$ cat config.mk
export PLATFORM = sky130hd
export DESIGN_NAME = i2s_frac_tx_flat
export DESIGN_NICKNAME = d
export VERILOG_FILES = /design/src/rtl/i2s_frac_tx_if.sv /design/src/rtl/i2s_frac_tx.sv /design/src/flat_wrapper.sv
export SDC_FILE = /design/constraint.sdc
export NUM_CORES = 1
export LEC_CHECK = 0
export BUFFER_PORTS_ARGS = -buffer_cell sky130_fd_sc_hd__buf_4
export CORE_AREA = 2 2 141 143
export CTS_BUF_LIST = sky130_fd_sc_hd__clkbuf_4
export DETAILED_ROUTE_END_ITERATION = 10
export DIE_AREA = 0 0 143 145
export PLACE_DENSITY = 0.55
export SYNTH_ARGS = -nofsm -noshare
export SYNTH_HDL_FRONTEND = slang
export SYNTH_SLANG_ARGS = --single-unit
$ cat constraint.sdc
create_clock -name clk -period 4.8 [get_ports clk]
set_input_delay 0 -clock clk [delete_from_list [all_inputs] [get_ports clk]]
set_output_delay 0 -clock clk [all_outputs]
set_load 0.02 [all_outputs]
$ cat src/rtl/i2s_frac_tx_if.sv
// Stereo sample inputs, rate control and I2S pin bundle for i2s_frac_tx.
// master is the serializer side, slave the sample source / DAC side.
interface i2s_frac_tx_if;
    logic        [31:0] clk_rate;
    logic signed [15:0] left_chan;
    logic signed [15:0] right_chan;
    logic               sclk;
    logic               lrclk;
    logic               sdata;
    logic               sample_strobe;

    modport master (
        input  clk_rate, left_chan, right_chan,
        output sclk, lrclk, sdata, sample_strobe
    );

    modport slave (
        output clk_rate, left_chan, right_chan,
        input  sclk, lrclk, sdata, sample_strobe
    );
endinterface

$ cat src/rtl/i2s_frac_tx.sv
// Philips I2S serializer for one signed 16-bit stereo pair per frame; the bit
// clock comes from a fractional accumulator so any clk frequency works.
module i2s_frac_tx #(
    parameter int unsigned SAMPLE_RATE = 48000,
    parameter int unsigned ACC_W       = 32
) (
    input  logic          clk,
    input  logic          reset_n,
    i2s_frac_tx_if.master bus
);

    localparam int unsigned    INC   = 64 * SAMPLE_RATE;
    localparam logic [ACC_W-1:0] INC_W = ACC_W'(INC);
    localparam int unsigned    CNT_W = 5;
    localparam int unsigned    SR_W  = 32;

    logic [ACC_W-1:0] acc_q, acc_d;
    logic             sclk_q, sclk_d;
    logic             lrclk_q, lrclk_d;
    logic             sdata_q, sdata_d;
    logic             strobe_q, strobe_d;
    logic             run_q, run_d;
    logic [CNT_W-1:0] bcnt_q, bcnt_d;
    logic [SR_W-1:0]  shreg_q, shreg_d;

    logic [ACC_W-1:0] rate;
    logic [ACC_W-1:0] acc_sum;
    logic [CNT_W-1:0] bcnt_nxt;
    logic             tick;

    // Tick generation and bit events; a falling tick (sclk 1->0) advances the frame.
    always_comb begin
        acc_d    = acc_q;
        sclk_d   = sclk_q;
        lrclk_d  = lrclk_q;
        sdata_d  = sdata_q;
        strobe_d = 1'b0;
        run_d    = run_q;
        bcnt_d   = bcnt_q;
        shreg_d  = shreg_q;
        tick     = 1'b0;
        bcnt_nxt = bcnt_q;

        rate    = ACC_W'(bus.clk_rate);
        acc_sum = acc_q + INC_W;

        if (rate != '0) begin
            if (acc_sum >= rate) begin
                acc_d = acc_sum - rate;
                tick  = 1'b1;
            end else begin
                acc_d = acc_sum;
            end

            if (tick) begin
                sclk_d = ~sclk_q;
                if (sclk_q) begin
                    // The first bit event after reset opens frame 0 rather than counting to 1.
                    bcnt_nxt = run_q ? bcnt_q + CNT_W'(1) : '0;
                    bcnt_d   = bcnt_nxt;
                    run_d    = 1'b1;
                    sdata_d  = shreg_q[SR_W-1];
                    if (bcnt_nxt == '0) begin
                        shreg_d  = {bus.left_chan, bus.right_chan};
                        lrclk_d  = 1'b0;
                        strobe_d = 1'b1;
                    end else begin
                        shreg_d = {shreg_q[SR_W-2:0], 1'b0};
                    end
                    if (bcnt_nxt == CNT_W'(16)) begin
                        lrclk_d = 1'b1;
                    end
                end
            end
        end
    end

    always_ff @(posedge clk or negedge reset_n) begin
        if (!reset_n) begin
            acc_q    <= '0;
            sclk_q   <= 1'b0;
            lrclk_q  <= 1'b0;
            sdata_q  <= 1'b0;
            strobe_q <= 1'b0;
            run_q    <= 1'b0;
            bcnt_q   <= '0;
            shreg_q  <= '0;
        end else begin
            acc_q    <= acc_d;
            sclk_q   <= sclk_d;
            lrclk_q  <= lrclk_d;
            sdata_q  <= sdata_d;
            strobe_q <= strobe_d;
            run_q    <= run_d;
            bcnt_q   <= bcnt_d;
            shreg_q  <= shreg_d;
        end
    end

    assign bus.sclk          = sclk_q;
    assign bus.lrclk         = lrclk_q;
    assign bus.sdata         = sdata_q;
    assign bus.sample_strobe = strobe_q;

endmodule
$ cat src/flat_wrapper.sv
// flat-port wrapper written by rule: the top's interface ports become plain ports
module i2s_frac_tx_flat 
#(
    parameter int unsigned SAMPLE_RATE = 48000,
    parameter int unsigned ACC_W       = 32
)
  (clk, reset_n, bus_clk_rate, bus_left_chan, bus_right_chan, bus_sclk, bus_lrclk, bus_sdata, bus_sample_strobe);
  i2s_frac_tx_if bus_i ();
  input  logic clk;
  input  logic reset_n;
  input wire logic [$bits(bus_i.clk_rate)-1:0] bus_clk_rate;
  input wire logic [$bits(bus_i.left_chan)-1:0] bus_left_chan;
  input wire logic [$bits(bus_i.right_chan)-1:0] bus_right_chan;
  output wire logic [$bits(bus_i.sclk)-1:0] bus_sclk;
  output wire logic [$bits(bus_i.lrclk)-1:0] bus_lrclk;
  output wire logic [$bits(bus_i.sdata)-1:0] bus_sdata;
  output wire logic [$bits(bus_i.sample_strobe)-1:0] bus_sample_strobe;
  assign bus_i.clk_rate = bus_clk_rate;
  assign bus_i.left_chan = bus_left_chan;
  assign bus_i.right_chan = bus_right_chan;
  assign bus_sclk = bus_i.sclk;
  assign bus_lrclk = bus_i.lrclk;
  assign bus_sdata = bus_i.sdata;
  assign bus_sample_strobe = bus_i.sample_strobe;
  i2s_frac_tx #(.SAMPLE_RATE(SAMPLE_RATE), .ACC_W(ACC_W)) u_core (.clk(clk), .reset_n(reset_n), .bus(bus_i));
endmodule
**Yosys cells after proc, flatten, opt, wreduce, memory -nomap -nowiden**

Cells that the tools add are included.

- Flip-flop bits (word level): 74
- Input port bits: 66
- Output and inout port bits: 4
- Word-level logic and storage cells: 31

- Add/sub/neg operators: 3
- Order comparisons: 1
- Equal/unequal tests: 1
- Muxes and demuxes: 11
- Bitwise gates (word level): 1
- Reduce and logical (&&, ||, !) cells: 6

Operators by type and width:

| cell | count |
|---|---|
| $mux 32 | 2 |
| $add 32x22->32 const B | 1 |
| $ge 32x32->1 | 1 |
| $reduce_bool 32->1 | 1 |
| $sub 32x32->32 | 1 |
| $mux 1 | 8 |
| $add 5x1->5 const B | 1 |
| $eq 5x5->1 const B | 1 |
| $logic_not 5->1 | 1 |
| $mux 5 | 1 |
| $reduce_and 4->1 | 1 |
| $reduce_and 3->1 | 1 |
| $reduce_and 2->1 | 1 |
| $reduce_bool 2->1 | 1 |
| $not 1->1 | 1 |

**Logic depth before layout (Yosys ltp)**

Gate-level depths: netlist of the first run.

- Depth in word-level cells: 7
- Depth in mapped cells: 19
- Gate-level depth less buffers: 17

**Least setup slack after synthesis of the first run**

OpenSTA, ideal clock, no wires.

- Path kind: flip-flop to flip-flop
- Start point: register u_core.acc_q[13]
- End point: register u_core.shreg_q[10]
- Setup time: 0.077 ns
- Arrival: 3.510 ns
- Required time: 4.723 ns
- Slack: 1.213 ns
- Stages on the path, launching flop included: 19
- Path buffers: 2
- Clock period less this slack: 3.587 ns
- Cells stage by stage: dfrtp_1 -> inv_1 -> ha_1 -> nand2b_1 -> a21o_1 -> a21oi_1 -> nor3_1 -> and3_1 -> xor2_1 -> ha_1 -> nand2_1 -> o311ai_0 -> o21bai_1 -> nand3b_1 -> o2111a_1 -> buf_2 -> clkbuf_1 -> nor2_1 -> a21oi_1

- Cells in the longest elaborated chain, start to end: 5

Ends and longest elaborated chain:

| element | line | RTL |
|---|---|---|
| start, declared | i2s_frac_tx.sv:17 | `logic [ACC_W-1:0] acc_q, acc_d;` |
| start signal, assigned | i2s_frac_tx.sv:80 | `acc_q <= '0;` |
| start signal, assigned | i2s_frac_tx.sv:89 | `acc_q <= acc_d;` |
| $add 32x22->32 | i2s_frac_tx.sv:45 | `acc_sum = acc_q + INC_W;` |
| $ge 32x32->1 | i2s_frac_tx.sv:48 | `if (acc_sum >= rate) begin` |
| $mux 1 | i2s_frac_tx.sv:48 |  |
| $mux 1 | i2s_frac_tx.sv:47 | `if (rate != '0) begin` |
| $reduce_and 3->1 (no source line) | - |  |
| end signal, assigned | i2s_frac_tx.sv:96 | `shreg_q <= shreg_d;` |
| end, declared | i2s_frac_tx.sv:24 | `logic [SR_W-1:0] shreg_q, shreg_d;` |

Every way passes these cells. The select of a mux whose other input is x is not followed.
A chain may end at the register's enable or synchronous reset.

**Worst setup path after layout of the first run**

- Start point: register u_core.acc_q[13]
- End point: register u_core.acc_q[19]

- Cells in the longest elaborated chain, start to end: 3
- Elaborated cells between the ends (all ways): 4
- Classes of those cells: 2 x add/sub; 1 x order compare; 1 x mux

Ends and longest elaborated chain:

| element | line |
|---|---|
| $add 32x22->32 * | i2s_frac_tx.sv:45 |
| $sub 32x32->32 or $ge 32x32->1 (tied branches) | i2s_frac_tx.sv:49, i2s_frac_tx.sv:48 |
| $mux 32 * | i2s_frac_tx.sv:48 |

Every way passes the cells marked *; elsewhere a longest branch is shown, timed or not.

==> run summary, run 1 <==
RSZ-0062 raised after global routing: no
Tmin final: 4.309 ns
Flops & latches, synth: 74
Root Buffer: clkbuf_4
First-pass GRT wire length: 24.56 mm
Clock buffer count from CTS: 9
Sw Share: 0.4980
Final hold vios: 0
Worst Skew: 0.01832 ns
Mapped Area: 5633 µm²
Main combinational cell family by area after synthesis: compound AO/OA/AOI/OAI gates
Clock share of power: 0.083
Pwr dens: 734.1 nW/µm²
DRC: 0
Leakage power: 2.983 nW
Hold Path Class: in2reg
Crit path capture type: flip-flop
Multi-input gate area: 3422 µm²
Avg Synthesized Cell Area: 8.395 µm²
Setup TNS after final layout: 0 ns
Multiplexer area fraction after synthesis: 0.05686
Core ar.: 19210 µm²
Detailed Place HPWL: 10.81 mm
Port bufs: 69
Sw Pwr: 2.523 mW
Routability cong.: 0.8288
CP Launch Type: flip-flop
Syn Nets: 772
Die Wd: 143 µm
Cell Int Power: 2.543 mW
Num ports: 70
Post-synth ARST share: 1.000
Starting Density: 0.2933
Synth Area in Adders: 0.07908
Clock Latency Late Sink: 0.45 ns
EDFF count, synth: 0
CTS sink cnt: 74
Seq/Total Area, Yosys: 0.3287
Worst slew pin tran: 0.9361 ns
Vias: 5037
Fmax achieved: 0.2321 GHz
Synth top area cells: dfrtp_1, ha_1, a21oi_1
Leading area contributor after synthesis: dfrtp_1
Simple-gate share of the synthesized area: 0.1879
Fin util: 0.3593
Fillers: 1999
Syn Inst Count: 671
Setup bufs post-CTS: 0
Nets: 865
Die area: 20740 µm²
Max cap viols: 0
Crit share post-route: 0.8977
Routed WL: 14.69 mm
Crit Path Max Fanout: 16
Setup CP Type: reg2reg
Endpoints failing setup: 0
Post-synthesis compound-gate area fraction: 0.2230
Syn-to-layout area delta: 22.50%
Gr ovfl total: 0
Synth cell count leaders: a21oi_1, dfrtp_1, nand2_1
Slew Limit Fails: 0
Worst slew margin: 0.3702
Share of layout cells above drive strength 1: 0.1547
Crit path arrival time: 4.68 ns
Vias per cell: 4.867
Primary FF master, synth: dfrtp_1
Worst-path clk slew: 0.14 ns
Reg power frac: 0.226
CTS tree: built
Largest net degree at the start of global routing: 73
Post-DRT Antenna Nets: 0
Comb pwr share: 0.691
Clock buffer depth: 2
Synth unique cells: 73
Post-synth top area share: 0.3287
1st-iter DRT viols: 396
Routed length per placed instance: 14.20 µm
Site Rows: 51
VDD IR max: 0.2049 mV
First-pass DRT Iterations: 6
Overall routing resource usage: 0.1465
Number of H-tree levels: 3
Synth Area in XOR/XNOR: 0.05753
Synth warn: 0
Die H: 145 µm
CP Data Required Time: 5.17 ns
FF+latch area: 1852 µm²
Most frequent cell after synthesis: a21oi_1
Vias in the first global route: 4878
Initial antenna violation count: 1
Status: complete, no violations
-- registers in the layout, summed over array words and instances, names as in the netlist --
signal,flops
u_core.acc_q,32
u_core.shreg_q,32
u_core.bcnt_q,5
u_core.bus.lrclk,1
u_core.bus.sample_strobe,1
u_core.bus.sclk,1
u_core.bus.sdata,1
u_core.run_q,1
-- stage by stage --
stage	setup WS [ns]	area [µm²]	instances	hold slack, ns	power (mW)
detailed placement	0.5269	6397	983	-0.1452	4.608
global route	0.08577	6900	1035	0.1004	5.578
CTS	0.4601	6893	1034	0.02190	5.084
finish	0.4910	6900	1035	0.06527	5.066
floorplan	1.213	5633	671	-0.2956	3.863
global placement	0.6347	6397	983	-0.1437	4.625
-- final timing paths --
kind	start	depth (start not counted)	slack, ns	to
worst max-delay path	u_core.acc_q[13]	17	0.49	u_core.acc_q[19]
worst min-delay path	bus_clk_rate[1]	5	0.07	u_core.acc_q[1]
worst max register to register	u_core.acc_q[13]	17	0.49	u_core.acc_q[19]
worst min register to register	u_core.shreg_q[31]	2	0.49	u_core.bus.sdata
max in group asynchronous	reset_n	3	3.82	u_core.acc_q[21]
min in group asynchronous	reset_n	3	0.27	u_core.acc_q[8]
-- routing by layer --
layer,routed length (µm),share of wire,track usage,vias up
met2,6594,0.45,0.2246,108
met3,691,0.047,0.01980,14
met1,7215,0.49,0.2139,2333
met5,0,0,0,-
met4,191,0.013,0.04208,0
li1,-,-,-,2582
-- power groups by stage --
stage / clock [mW] / sequential, mW / combinational [mW]
floorplan: 0 / 1.10 / 2.76
global placement: 0 / 1.15 / 3.47
detailed placement: 0 / 1.16 / 3.45
CTS: 0.446 / 1.14 / 3.50
global route: 0.474 / 1.19 / 3.92
finish: 0.420 / 1.14 / 3.50
-- cell type report --
type                    count  area share
multi-input cells         512      0.4959
flip-flops and latches     74      0.2684
repair buffers            112      0.1364
well taps                 265     0.04805
inverters                  55     0.02992
clock inverters             7     0.01124
clock buffers               9    0.009791
diodes                      1   0.0003626
-- cells by family after synthesis --
logic type | Yosys count
AOI/OAI and AO/OA | 193
muxes | 32
buffers and inverters | 85
xor gates and xnor gates | 37
DFF | 74
and+or+nand+nor | 215
adders and majority gates | 35
-- worst max-delay path: stages (launching register included) --
cell and delay (ns):
dfrtp_1 0.42, inv_1 0.12, ha_1 0.24, nand2b_1 0.09, a21o_1 0.21, a21oi_1 0.33
nor3_2 0.14, and3_1 0.24, xor2_1 0.15, ha_1 0.37, nand2_1 0.15, o311ai_0 0.36
o21bai_1 0.13, nand3b_1 0.19, o21ai_2 0.17, buf_4 0.25, or3b_2 0.47, a31oi_1 0.19
-- cells in the final DEF, fill, tap and decap left out, types with 11 or more instances in the layout --
| master | instances |
|---|---|
| xor2_1 | 14 |
| nor2_1 | 58 |
| nand3_1 | 22 |
| dfrtp_1 | 74 |
| o21ai_0 | 25 |
| buf_4 | 76 |
| mux2i_1 | 32 |
| a21oi_1 | 79 |
| ha_1 | 34 |
| dlygate4sd3_1 | 35 |
| xnor2_1 | 23 |
| inv_1 | 55 |
| o21ai_1 | 11 |
| nand2_1 | 62 |
-- timing repair --
action | in CTS | in global routing
hold buffers | 35 | 0
setup endpoints to repair | 0 | 1
hold endpoints to repair | 107 | 0
gates resized for setup | 0 | 1
Note: power is estimated with default switching activity, not from simulation.
==> run 2, diff against run 1 <==
--- a/config.mk
+++ b/config.mk
@@ -6,11 +6,11 @@
 export NUM_CORES = 1
 export LEC_CHECK = 0
 export BUFFER_PORTS_ARGS = -buffer_cell sky130_fd_sc_hd__buf_4
-export CORE_AREA = 2 2 141 143
+export CORE_AREA = 2 2 100 102
 export CTS_BUF_LIST = sky130_fd_sc_hd__clkbuf_4
 export DETAILED_ROUTE_END_ITERATION = 10
-export DIE_AREA = 0 0 143 145
-export PLACE_DENSITY = 0.55
+export DIE_AREA = 0 0 102 104
+export PLACE_DENSITY = 0.9
 export SYNTH_ARGS = -nofsm -noshare
 export SYNTH_HDL_FRONTEND = slang
 export SYNTH_SLANG_ARGS = --single-unit
==> run 2 against run 1 <==
  * Sequential share of layout area rose by 0.62 points
  * Utilization rose by 35 points
  * Clock-buffer cell count unchanged
  * Cell count shrank 13%
  * Combinational power rose by 5%
  * Setup slack got worse by 0.14 ns
  * Global-route usage grew 19 points
  * Clock skew shrank 0.0012 ns
  * Critical path type unchanged
==> run summary, run 2 (synthesis results as in run 1) <==
Status: complete, no violations (unchanged)
Port bufs: 69 (unchanged)
Routed WL: 17.03 mm (was 14.69 mm)
CP Data Required Time: 5.15 ns (was 5.17 ns)
DRC: 0 (unchanged)
Clock buffer depth: 2 (unchanged)
CP Launch Type: flip-flop (unchanged)
Worst Hold Path EP: u_core.acc_q[1] (unchanged)
Placed insts: 851 (was 983)
Core ar.: 9549 µm² (was 19210 µm²)
Top library cells by usage in the layout, fill and taps aside: a21oi_1, buf_4, dfrtp_1 (unchanged)
First-pass GRT wire length: 27.90 mm (was 24.56 mm)
Fin util: 0.7064 (was 0.3593)
Worst R2R Start: u_core.acc_q[13] (unchanged)
Post-DRT Antenna Nets: 0 (unchanged)
Reg power frac: 0.223 (was 0.226)
RSZ-0062 raised after global routing: no (unchanged)
Crit Path Max Fanout: 42 (was 16)
First-pass DRT Iterations: 6 (unchanged)
CTS tree: built (unchanged)
Num ports: 70 (unchanged)
Site Rows: 36 (was 51)
Cell Area, Placed: 6245 µm² (was 6397 µm²)
Gr ovfl total: 0 (unchanged)
Commonest non-fill, non-tap cell in the layout: a21oi_1 (unchanged)
Die Wd: 102 µm (was 143 µm)
Delay-heaviest family, CP: compound AO/OA/AOI/OAI gates (unchanged)
Fillers: 699 (was 1999)
CTS sink cnt: 74 (unchanged)
CP cell instances: inv_1 -> ha_1 -> nand2b_1 -> a21o_1 -> a21oi_1 -> nor3_1 -> and3_1 -> xor2_1 -> ha_1 -> nand2_1 -> o311ai_0 -> o21bai_1 -> nand3b_1 -> o2111a_2 -> buf_12 -> nor2_1 -> a21oi_1 (was inv_1 -> ha_1 -> nand2b_1 -> a21o_1 -> a21oi_1 -> nor3_2 -> and3_1 -> xor2_1 -> ha_1 -> nand2_1 -> o311ai_0 -> o21bai_1 -> nand3b_1 -> o21ai_2 -> buf_4 -> or3b_2 -> a31oi_1)
Starting Density: 0.5899 (was 0.2933)
Fmax achieved: 0.2245 GHz (was 0.2321 GHz)
Worst Skew: 0.01709 ns (was 0.01832 ns)
FF-to-FF End: u_core.shreg_q[27] (was u_core.acc_q[19])
DP Worst Slack: 0.5887 ns (was 0.5269 ns)
Leakage power: 2.984 nW (was 2.983 nW)
R2R cell count: 17 (unchanged)
Clock share of power: 0.087 (was 0.083)
Reg-to-reg slack, setup: 0.35 ns (was 0.49 ns)
Number of H-tree levels: 3 (unchanged)
Initial antenna violation count: 0 (was 1)
Clock buffer count from CTS: 9 (unchanged)
Nets: 864 (was 865)
Worst slew pin tran: 0.9564 ns (was 0.9361 ns)
Clock Latency Late Sink: 0.44 ns (was 0.45 ns)
Comb pwr share: 0.690 (was 0.691)
Power, Total: 5.311 mW (was 5.066 mW)
Worst-path clk slew: 0.13 ns (was 0.14 ns)
Hold Path Class: in2reg (unchanged)
CTS resizes: 0 (unchanged)
Die area: 10610 µm² (was 20740 µm²)
Largest net degree at the start of global routing: 75 (was 73)
Diodes inserted: 0 (was 1)
Buffer and inverter count on the worst path: 2 (unchanged)
Slew Limit Fails: 0 (unchanged)
Pwr dens: 787.4 nW/µm² (was 734.1 nW/µm²)
Worst Hold Depth: 5 (unchanged)
Syn-to-layout area delta: 19.75% (was 22.50%)
Final non-filler cell area: 6745 µm² (was 6900 µm²)
Detailed Place HPWL: 10.94 mm (was 10.81 mm)
Crit path arrival time: 4.80 ns (was 4.68 ns)
Crit share post-route: 0.9279 (was 0.8977)
Worst hold start: bus_clk_rate[1] (unchanged)
Vias per cell: 6.401 (was 4.867)
Routability cong.: 0.9920 (was 0.8288)
Final hold slack: 0.06152 ns (was 0.06527 ns)
Vias: 5761 (was 5037)
Endpoints failing setup: 0 (unchanged)
Share of layout cells above drive strength 1: 0.1538 (was 0.1547)
1st-iter DRT viols: 738 (was 396)
Setup CP Type: reg2reg (unchanged)
Vias in the first global route: 5600 (was 4878)
Root Buffer: clkbuf_4 (unchanged)
Setup bufs post-CTS: 0 (unchanged)
VDD IR max: 0.4118 mV (was 0.2049 mV)
Worst Slack Setup Final: 0.3463 ns (was 0.4910 ns)
Cell Int Power: 2.615 mW (was 2.543 mW)
Crit path capture type: flip-flop (unchanged)
Setup TNS after final layout: 0 ns (unchanged)
Critical Path Max Stage Delay: 0.53 ns (was 0.47 ns)
CP max stage cell: nor3_1 (was or3b_2)
Top flop regs: u_core.acc_q x32, u_core.shreg_q x32, u_core.bcnt_q x5 (unchanged)
Final hold vios: 0 (unchanged)
Sw Share: 0.5076 (was 0.4980)
Layout Cells excl Fill: 900 (was 1035)
Sw Pwr: 2.696 mW (was 2.523 mW)
Max cap viols: 0 (unchanged)
Overall routing resource usage: 0.3354 (was 0.1465)
Hold_buf cts: 34 (was 35)
Routed length per placed instance: 18.92 µm (was 14.20 µm)
Worst slew margin: 0.3624 (was 0.3702)
Die H: 104 µm (was 145 µm)
Tmin final: 4.454 ns (was 4.309 ns)
run 2: worst max path at each step:
stage | start | slack, ns | depth (start not counted) | endpoint
finish | u_core.acc_q[13] | 0.35 | 17 | u_core.shreg_q[27]
global route | u_core.acc_q[18] | 0.06 | 16 | u_core.acc_q[14]
CTS | u_core.acc_q[13] | 0.57 | 17 | u_core.acc_q[19]
detailed placement | u_core.acc_q[13] | 0.59 | 17 | u_core.acc_q[19]
global placement | u_core.acc_q[13] | 0.79 | 17 | u_core.acc_q[19]
floorplan | u_core.acc_q[13] | 1.21 | 18 | u_core.shreg_q[10]
run 2: layout make-up:
class | count | area [µm²] | area share
Clock buffer | 9 | 67.56 | 0.01002
Clock inverter | 6 | 92.59 | 0.01373
Inverter | 55 | 206.4 | 0.03061
Multi-Input combinational cell | 512 | 3417 | 0.5066
Sequential cell | 74 | 1852 | 0.2745
Tap cell | 133 | 166.4 | 0.02467
Timing Repair Buffer | 111 | 943.4 | 0.1399
run 2: per-layer routing:
layer / global-route usage / up-vias / part of all wire
li1: - / 2579 / -
met1: 0.4238 / 2694 / 0.38
met2: 0.5371 / 375 / 0.48
met3: 0.06250 / 113 / 0.081
met4: 0.1829 / 0 / 0.061
met5: 0 / - / 0
run 2: worst min-delay path: cells and delay by family:
family | cells | cell delay (ns)
buffers and inverters | 2 | 0.22
adder cells (fa/ha/maj) | 1 | 0.17
AND/OR/NAND/NOR | 2 | 0.08
run 2: power groups by stage:
| stage | Sequential [mW] | Combinational [mW] | Clock [mW] |
|---|---|---|---|
| 3_3_place_gp | 1.14 | 3.30 | 0 |
| 5_1_grt | 1.21 | 4.01 | 0.484 |
| 6_report | 1.19 | 3.66 | 0.461 |
| 4_1_cts | 1.15 | 3.49 | 0.451 |
| 3_5_place_dp | 1.16 | 3.45 | 0 |
| 2_1_floorplan | 1.10 | 2.76 | 0 |
